File: src/rtl/car_interlock_sequencer.sv
// rtl/car_interlock_sequencer.sv - car interlock: fault debounce, ignition FSM with bounded crank, pulsed chime
// Sits between raw vehicle sensors and the starter, dash and warning-lamp drivers.
module car_interlock_sequencer #(
    parameter int                N_WARN     = 8,
    parameter logic [N_WARN-1:0] PRI1_MASK  = 8'h0F,
    parameter int                DEB_CYCLES = 4,
    parameter int                CRANK_MAX  = 16,
    parameter int                CHIME_HALF = 8
) (
    input  logic              i_clk,
    input  logic              i_rst,
    input  logic [N_WARN-1:0] i_fault,
    input  logic              i_key,
    input  logic              i_brk,
    input  logic              i_park,
    input  logic              i_srv,
    input  logic              i_start_req,
    input  logic              i_eng_run,
    output logic [N_WARN-1:0] o_warn,
    output logic              o_warn_pri1,
    output logic              o_warn_pri2,
    output logic              o_start_permit,
    output logic              o_crank,
    output logic              o_engine_on,
    output logic              o_chime,
    output logic [2:0]        o_state
);

    localparam int DEB_W = (DEB_CYCLES > 1) ? $clog2(DEB_CYCLES) : 1;
    localparam int CR_W  = (CRANK_MAX > 1) ? $clog2(CRANK_MAX) : 1;
    localparam int CH_W  = $clog2(2 * CHIME_HALF);

    localparam logic [DEB_W-1:0] DEB_LAST = DEB_W'(DEB_CYCLES - 1);
    localparam logic [CR_W-1:0]  CR_LAST  = CR_W'(CRANK_MAX - 1);
    localparam logic [CH_W-1:0]  CH_HALF  = CH_W'(CHIME_HALF);
    localparam logic [CH_W-1:0]  CH_LAST  = CH_W'(2 * CHIME_HALF - 1);

    typedef enum logic [2:0] {
        ST_OFF      = 3'd0,
        ST_READY    = 3'd1,
        ST_CRANKING = 3'd2,
        ST_RUN      = 3'd3,
        ST_LOCKOUT  = 3'd4
    } state_t;

    state_t              r_state;
    state_t              w_state_nxt;
    logic [CR_W-1:0]     r_crank_cnt;
    logic [CR_W-1:0]     w_crank_cnt_nxt;
    logic [N_WARN-1:0]   r_warn;
    logic [DEB_W-1:0]    r_deb_cnt [N_WARN];
    logic                r_chime;
    logic [CH_W-1:0]     r_phase;
    logic                w_pri1;
    logic                w_pri2;
    logic                w_permit;
    logic                w_chime_cond;

    // A change is only accepted after DEB_CYCLES consecutive differing samples.
    always_ff @(posedge i_clk) begin
        if (i_rst) begin
            r_warn <= '0;
            for (int i = 0; i < N_WARN; i++) r_deb_cnt[i] <= '0;
        end else begin
            for (int i = 0; i < N_WARN; i++) begin
                if (i_fault[i] == r_warn[i]) begin
                    r_deb_cnt[i] <= '0;
                end else if (r_deb_cnt[i] == DEB_LAST) begin
                    r_deb_cnt[i] <= '0;
                    r_warn[i]    <= i_fault[i];
                end else begin
                    r_deb_cnt[i] <= r_deb_cnt[i] + 1'b1;
                end
            end
        end
    end

    assign w_pri1   = |(r_warn & PRI1_MASK);
    assign w_pri2   = |(r_warn & ~PRI1_MASK);
    assign w_permit = (r_state == ST_READY) & ~w_pri1 & i_park & i_brk & ~i_srv;

    always_ff @(posedge i_clk) begin
        if (i_rst) begin
            r_state     <= ST_OFF;
            r_crank_cnt <= '0;
        end else begin
            r_state     <= w_state_nxt;
            r_crank_cnt <= w_crank_cnt_nxt;
        end
    end

    always_comb begin
        w_state_nxt     = r_state;
        w_crank_cnt_nxt = r_crank_cnt;
        if (!i_key) begin
            w_state_nxt = ST_OFF;
        end else begin
            case (r_state)
                ST_OFF:   w_state_nxt = ST_READY;
                ST_READY: begin
                    if (i_start_req && w_permit) begin
                        w_state_nxt     = ST_CRANKING;
                        w_crank_cnt_nxt = '0;
                    end
                end
                // Engine catching wins over a timeout on the same edge.
                ST_CRANKING: begin
                    if (i_eng_run) begin
                        w_state_nxt = ST_RUN;
                    end else if (!i_start_req) begin
                        w_state_nxt = ST_READY;
                    end else if (r_crank_cnt == CR_LAST) begin
                        w_state_nxt = ST_LOCKOUT;
                    end else begin
                        w_crank_cnt_nxt = r_crank_cnt + 1'b1;
                    end
                end
                ST_RUN: begin
                    if (!i_eng_run) w_state_nxt = ST_READY;
                end
                ST_LOCKOUT: w_state_nxt = ST_LOCKOUT;
                default:    w_state_nxt = ST_OFF;
            endcase
        end
    end

    assign w_chime_cond = i_key & (w_pri1 | (i_key & ~i_brk & (r_state == ST_READY))
                                  | (r_state == ST_LOCKOUT));

    // Phase restarts from zero whenever the condition drops, so every burst opens with a full high phase.
    always_ff @(posedge i_clk) begin
        if (i_rst || !w_chime_cond) begin
            r_chime <= 1'b0;
            r_phase <= '0;
        end else begin
            r_chime <= (r_phase < CH_HALF);
            r_phase <= (r_phase == CH_LAST) ? '0 : r_phase + 1'b1;
        end
    end

    assign o_warn         = r_warn;
    assign o_warn_pri1    = w_pri1;
    assign o_warn_pri2    = w_pri2;
    assign o_start_permit = w_permit;
    assign o_crank        = (r_state == ST_CRANKING);
    assign o_engine_on    = (r_state == ST_RUN);
    assign o_chime        = r_chime;
    assign o_state        = r_state;

endmodule
File: config.mk
export PLATFORM = sky130hd
export DESIGN_NAME = car_interlock_sequencer
export DESIGN_NICKNAME = d
export VERILOG_FILES = /design/src/rtl/car_interlock_sequencer.sv
export SDC_FILE = /design/constraint.sdc
export NUM_CORES = 1
export LEC_CHECK = 0
export CAP_MARGIN = 20
export CORE_UTILIZATION = 30
export CTS_CLUSTER_SIZE = 8
export DETAILED_ROUTE_END_ITERATION = 10
export SKIP_CTS_REPAIR_TIMING = 1
export SLEW_MARGIN = 25
export SYNTH_ARGS = -nofsm -noshare
export SYNTH_HDL_FRONTEND = slang
export SYNTH_SLANG_ARGS = --single-unit
File: constraint.sdc
create_clock -name i_clk -period 5.75 [get_ports i_clk]
set_input_delay 1.15 -clock i_clk [delete_from_list [all_inputs] [get_ports i_clk]]
set_output_delay 1.15 -clock i_clk [all_outputs]
set_load 0.005 [all_outputs]
# After elaboration in Yosys (flattened, before gate mapping)
# Memories as Yosys holds them, arrays and structs flattened.
# Cells that the tools add are included.
# word_totals
elab_cells	241
memories	1
register_bits	20
input_bits	16
ram_bits	16
output_inout_bits	17
# memory_table
memory	words	word_bits	rd	rd_ports_with_merged_regs	wr	line_no	text
r_deb_cnt	8	2	8	0	8	51	logic [DEB_W-1:0] r_deb_cnt [N_WARN];
# classes
n_reduce_logical	19
bitwise_logic	45
n_mux	125
eq_ne	28
add_sub_neg	10
order_cmp	1
# op_table
cell	count
$mux 1	90
$mux 2	24
$or 1x1->1	26
$add 2x1->2 const B	8
$eq 2x2->1 const B	8
$mux 4	4
$reduce_and 2->1	8
$mux 3	5
$pmux 3 s5	1
$not 1->1	12
$add 4x1->4 const B	2
$eq 1x1->1	8
$eq 4x4->1 const B	2
$ne 2x2->1 const B	4
$pmux 4 s2	1
$reduce_or 4->1	2
$and 1x1->1	7
$eq 3x2->1 const B	2
$reduce_and 6->1	1
$lt 4x4->1 const B	1
$ne 4x3->1 const B	1
$reduce_or 2->1	2
$eq 3x1->1 const B	1
$eq 3x3->1 const B	1
other kinds (7)	7

# Longest topological paths before layout
# logic_depth
depth_word	9
depth_mapped	5
mapped_depth_nobuf	5

# Worst setup path after synthesis
# No wires, ideal clock.
# synth_path
path_kind	in2out
startpoint	in i_srv
endpoint	out o_start_permit
required_time_ps	4600
stages	3
path_buffers	0
path_slack_ps	2876
t_arrival_ps	1724
cell_sequence	nand3b_1 > or2_2 > nor2_1
# synth_between
elab_chain_cells	2
# synth_rtl
element	line_no	text
start: declaration	16	input logic i_srv,
$not 1->1	80	assign w_permit = (r_state == ST_READY) & ~w_pri1 & i_park & i_brk & ~i_srv;
$and 1x1->1	80	
end: declaration	22	output logic o_start_permit,
# Every way passes these cells.

# Final worst setup path
# layout_path
startpoint	in i_brk
endpoint	out o_start_permit
# layout_between
elab_chain_cells	2
# layout_rtl
element	line_no	text
start: declaration	14	input logic i_brk,
$and 1x1->1 (2 in series)	80	
# Every way passes these cells.

==> impl_metrics.csv <==
group,metric,value,unit
drt,wire_per_inst,10.17,um
synthesis,ys_ff_latch,36,
worst_setup_path,crit_top_cell,"clkdlybuf4s50_1",
drt,firstDrtPassIters,4,
grt,met2_usage,0.1628,
power_and_ir_drop,cellInternalPower,0.0005291,W
synthesis,synth_cell_types,35,
finish,mostFrequentLayoutCell,"clkdlybuf4s50_1",
sta,worstMarginPinSlew,0.7210,ns
synthesis,yosys.area.top_type,"edfxtp_1",
grt,grt_overflow_total,0,
worst_setup_path,rr_worst_depth,4,
synthesis,syn_area,1703,um^2
drt,via_count,1277,
die,start_util,0.3112,
worst_setup_path,r2r_start,"o_warn[3]$_SDFFE_PP0N_",
finish,design_area,2316,um^2
sta,period_minus_slack,3.794,ns
die,dieArea,5981,um^2
power_and_ir_drop,comb_power_share,0.088,
synthesis,synth-main-ff-cell,"dfxtp_1",
sta,fin_skew,0.006205,ns
synthesis,synth_cells,163,
finish,layout_common_cells,"32 x clkdlybuf4s50_1, 28 x nor2_1, 20 x dfxtp_1",
sta,max_slew_margin,0.5178,
drt,drtIter0Drc,56,
worst_setup_path,crit_fanout,3,
power_and_ir_drop,switching_share,0.1856,
worst_setup_path,cpPeakStageDelay,0.50,ns
power_and_ir_drop,p_leak,0.8903,nW
worst_setup_path,critical_path_arrival,2.64,ns
sta,period_share,0.6598,
sta,tns,0,ns
finish,drive_gt1_frac,0.06512,
synthesis,ys_seq_area_frac,0.5173,
finish,fill_cells,563,
cts,cts.path.max_buffers,2,
power_and_ir_drop,p_clk_frac,0.471,
drt,wl,2920,um
power_and_ir_drop,p_switching,0.0001206,W
worst_setup_path,path_class,"in -> out",
sta,hold_violations,0,
sta,clock.fmax,263.6,MHz
cts,cts_root_buf,"clkbuf_8",
synthesis,synth-edff-count,16,
grt,grt_usage,0.1067,
synthesis,yosysWarningCount,0,
worst_setup_path,crit_chain,"clkdlybuf4s50_1, nand3b_1, or2_2, nor2_1, clkdlybuf4s50_1",
placed_design,dp.cells,279,
placed_design,portBuffers,32,
cts,cts_tree,"yes",
die,die_h,77.34,um
die,coreArea,5473,um^2
die,die_x,77.34,um
drt,via_per_inst,4.449,
synthesis,yosysTopAreaCellShare,0.2821,
cts,cts-buffers-inserted,5,
finish,fin_cells,287,
placed_design,place_congestion,0.7418,
finish,utilization,0.4232,
worst_setup_path,cp.required,4.60,ns
grt,grt_pass1_wl,5002,um
sta,setup_violations,0,
die,io_pins,33,
hold_path,worstHoldPathType,"reg -> reg",
cts,clock_sinks,36,
power_and_ir_drop,ir_drop,0.1396,mV
grt,use_met1,0.1368,
worst_setup_path,reg2reg_setup_slack,3.69,ns
synthesis,postSynthAreaPerCell,10.45,um^2
finish,n_antenna_cell,0,
cts,path_clk_slew,0.07,ns
worst_setup_path,setup.worst_path.end,"o_start_permit",
worst_setup_path,startpoint_type,"input pin",
synthesis,synth_area_leaders,"edfxtp_1 28%, dfxtp_1 24%, ha_1 7.3%",
finish,area_growth,36.00,%
grt,grt_pass1_vias,1165,
grt,busiest_layer,"met2",
finish,nets,240,
worst_setup_path,endpoint_kind,"output port",
grt,use_met3,0.03294,
cts,cts_max_level,2,
placed_design,dpl.hpwl,2143,um
placed_design,placed_area,2157,um^2
grt,antenna_found_initial,0,
sta,finalMaxSlewViolations,0,
sta,hold_slack,0.4837,ns
run_status,status,"complete, no violations",
synthesis,async_reset_ff_frac,0,
worst_setup_path,crit_path_start,"i_brk",
drt,drc,0,
cts,clock_latency,0.28,ns
power_and_ir_drop,share_seq_of_total_power,0.441,
drt,ant_nets,0,
worst_setup_path,crit_slowest_cell,"clkdlybuf4s50_1",
grt,grt_max_degree,23,
die,num_rows,27,
sta,rsz0062_at_grt,"no",
flow_run,cap_violations,0,
worst_setup_path,r2r_end,"r_crank_cnt[2]$_SDFFE_PP0P_",
power_and_ir_drop,powerDensity,280.5,nW/um^2
==> state kept, by name, summed over array words and instances (netlist names) <==
signal and cells:
o_state 3, r_crank_cnt 4, r_phase 4, r_deb_cnt 16, o_warn 8, o_chime 1
==> through the flow <==
| step | worst slack [ns] | total power (W) |
|---|---|---|
| 4_1_cts | 1.945 | 0.0006556 |
| 2_1_floorplan | 2.876 | 0.0003221 |
| 3_3_place_gp | 1.967 | 0.0003493 |
| 5_1_grt | 1.848 | 0.0006780 |
| 6_report | 1.956 | 0.0006497 |
| 3_5_place_dp | 1.960 | 0.0003499 |
==> cell families after synthesis <==
logic type               share of synthesized area
AND/OR/NAND/NOR                             0.2043
flip-flops                                  0.5173
adder cells (fa/ha/maj)                    0.07348
AO/OA/AOI/OAI                              0.07789
buffers and inverters                      0.03159
XOR/XNOR                                   0.04629
other                                     0.002202
multiplexers                               0.04703
==> per-layer routing <==
layer	vias up	routed length (um)
met4	0	34
li1	664	-
met2	31	1227
met3	5	172
met1	577	1486
met5	-	0
==> area by class of cell <==
cell class | count | area, um^2 | share of cell area
clock buffers | 5 | 68.82 | 0.02971
clock inverters | 3 | 90.09 | 0.03890
inverters | 11 | 41.29 | 0.01783
multi-input cells | 128 | 824.5 | 0.3560
flip-flops and latches | 36 | 880.8 | 0.3803
well taps | 72 | 90.09 | 0.03890
repair buffers | 32 | 320.3 | 0.1383
==> worst min-delay path by stage <==
stage / to / slack (ns) / start / cells after the start
final: r_phase[0]$_SDFF_PP0_ / 0.48 / r_phase[0]$_SDFF_PP0_ / 1
after global routing: o_chime$_SDFF_PP0_ / 0.53 / r_phase[3]$_SDFF_PP0_ / 1
after CTS: r_phase[0]$_SDFF_PP0_ / 0.48 / r_phase[0]$_SDFF_PP0_ / 1
after detailed placement: o_chime$_SDFF_PP0_ / 0.46 / r_phase[3]$_SDFF_PP0_ / 1
after global placement: r_phase[0]$_SDFF_PP0_ / 0.47 / r_phase[0]$_SDFF_PP0_ / 1
after floorplan: o_chime$_SDFF_PP0_ / 0.43 / r_phase[3]$_SDFF_PP0_ / 1
==> power by group through the flow <==
stage / combinational, W / sequential (W) / clock [W]
2_1_floorplan: 0.0000315 / 0.000291 / 0
3_3_place_gp: 0.0000574 / 0.000292 / 0
3_5_place_dp: 0.0000577 / 0.000292 / 0
4_1_cts: 0.0000580 / 0.000286 / 0.000311
5_1_grt: 0.0000658 / 0.000288 / 0.000325
6_report: 0.0000575 / 0.000286 / 0.000306
==> worst max-delay path: cells and delay by family <==
kind / cells / cell delay, ns
simple gates: 3 / 0.52
buf+inv: 2 / 0.98
==> synth_stat cells (all sizes together) (2+ instances only) <==
library cell,n
ha,10
nand3,4
nor3,2
or4,4
a311oi,2
or3b,2
or2,2
mux2i,8
xnor2,9
clkbuf,2
edfxtp,16
nor2,28
inv,11
nand4b,2
dfxtp,20
nand2b,4
a22oi,2
nand2,4
a2111oi,2
nor3b,2
o21ai,2
or3,8
a211oi,2
a21oi,6
Power figures use the tool's default switching activity.
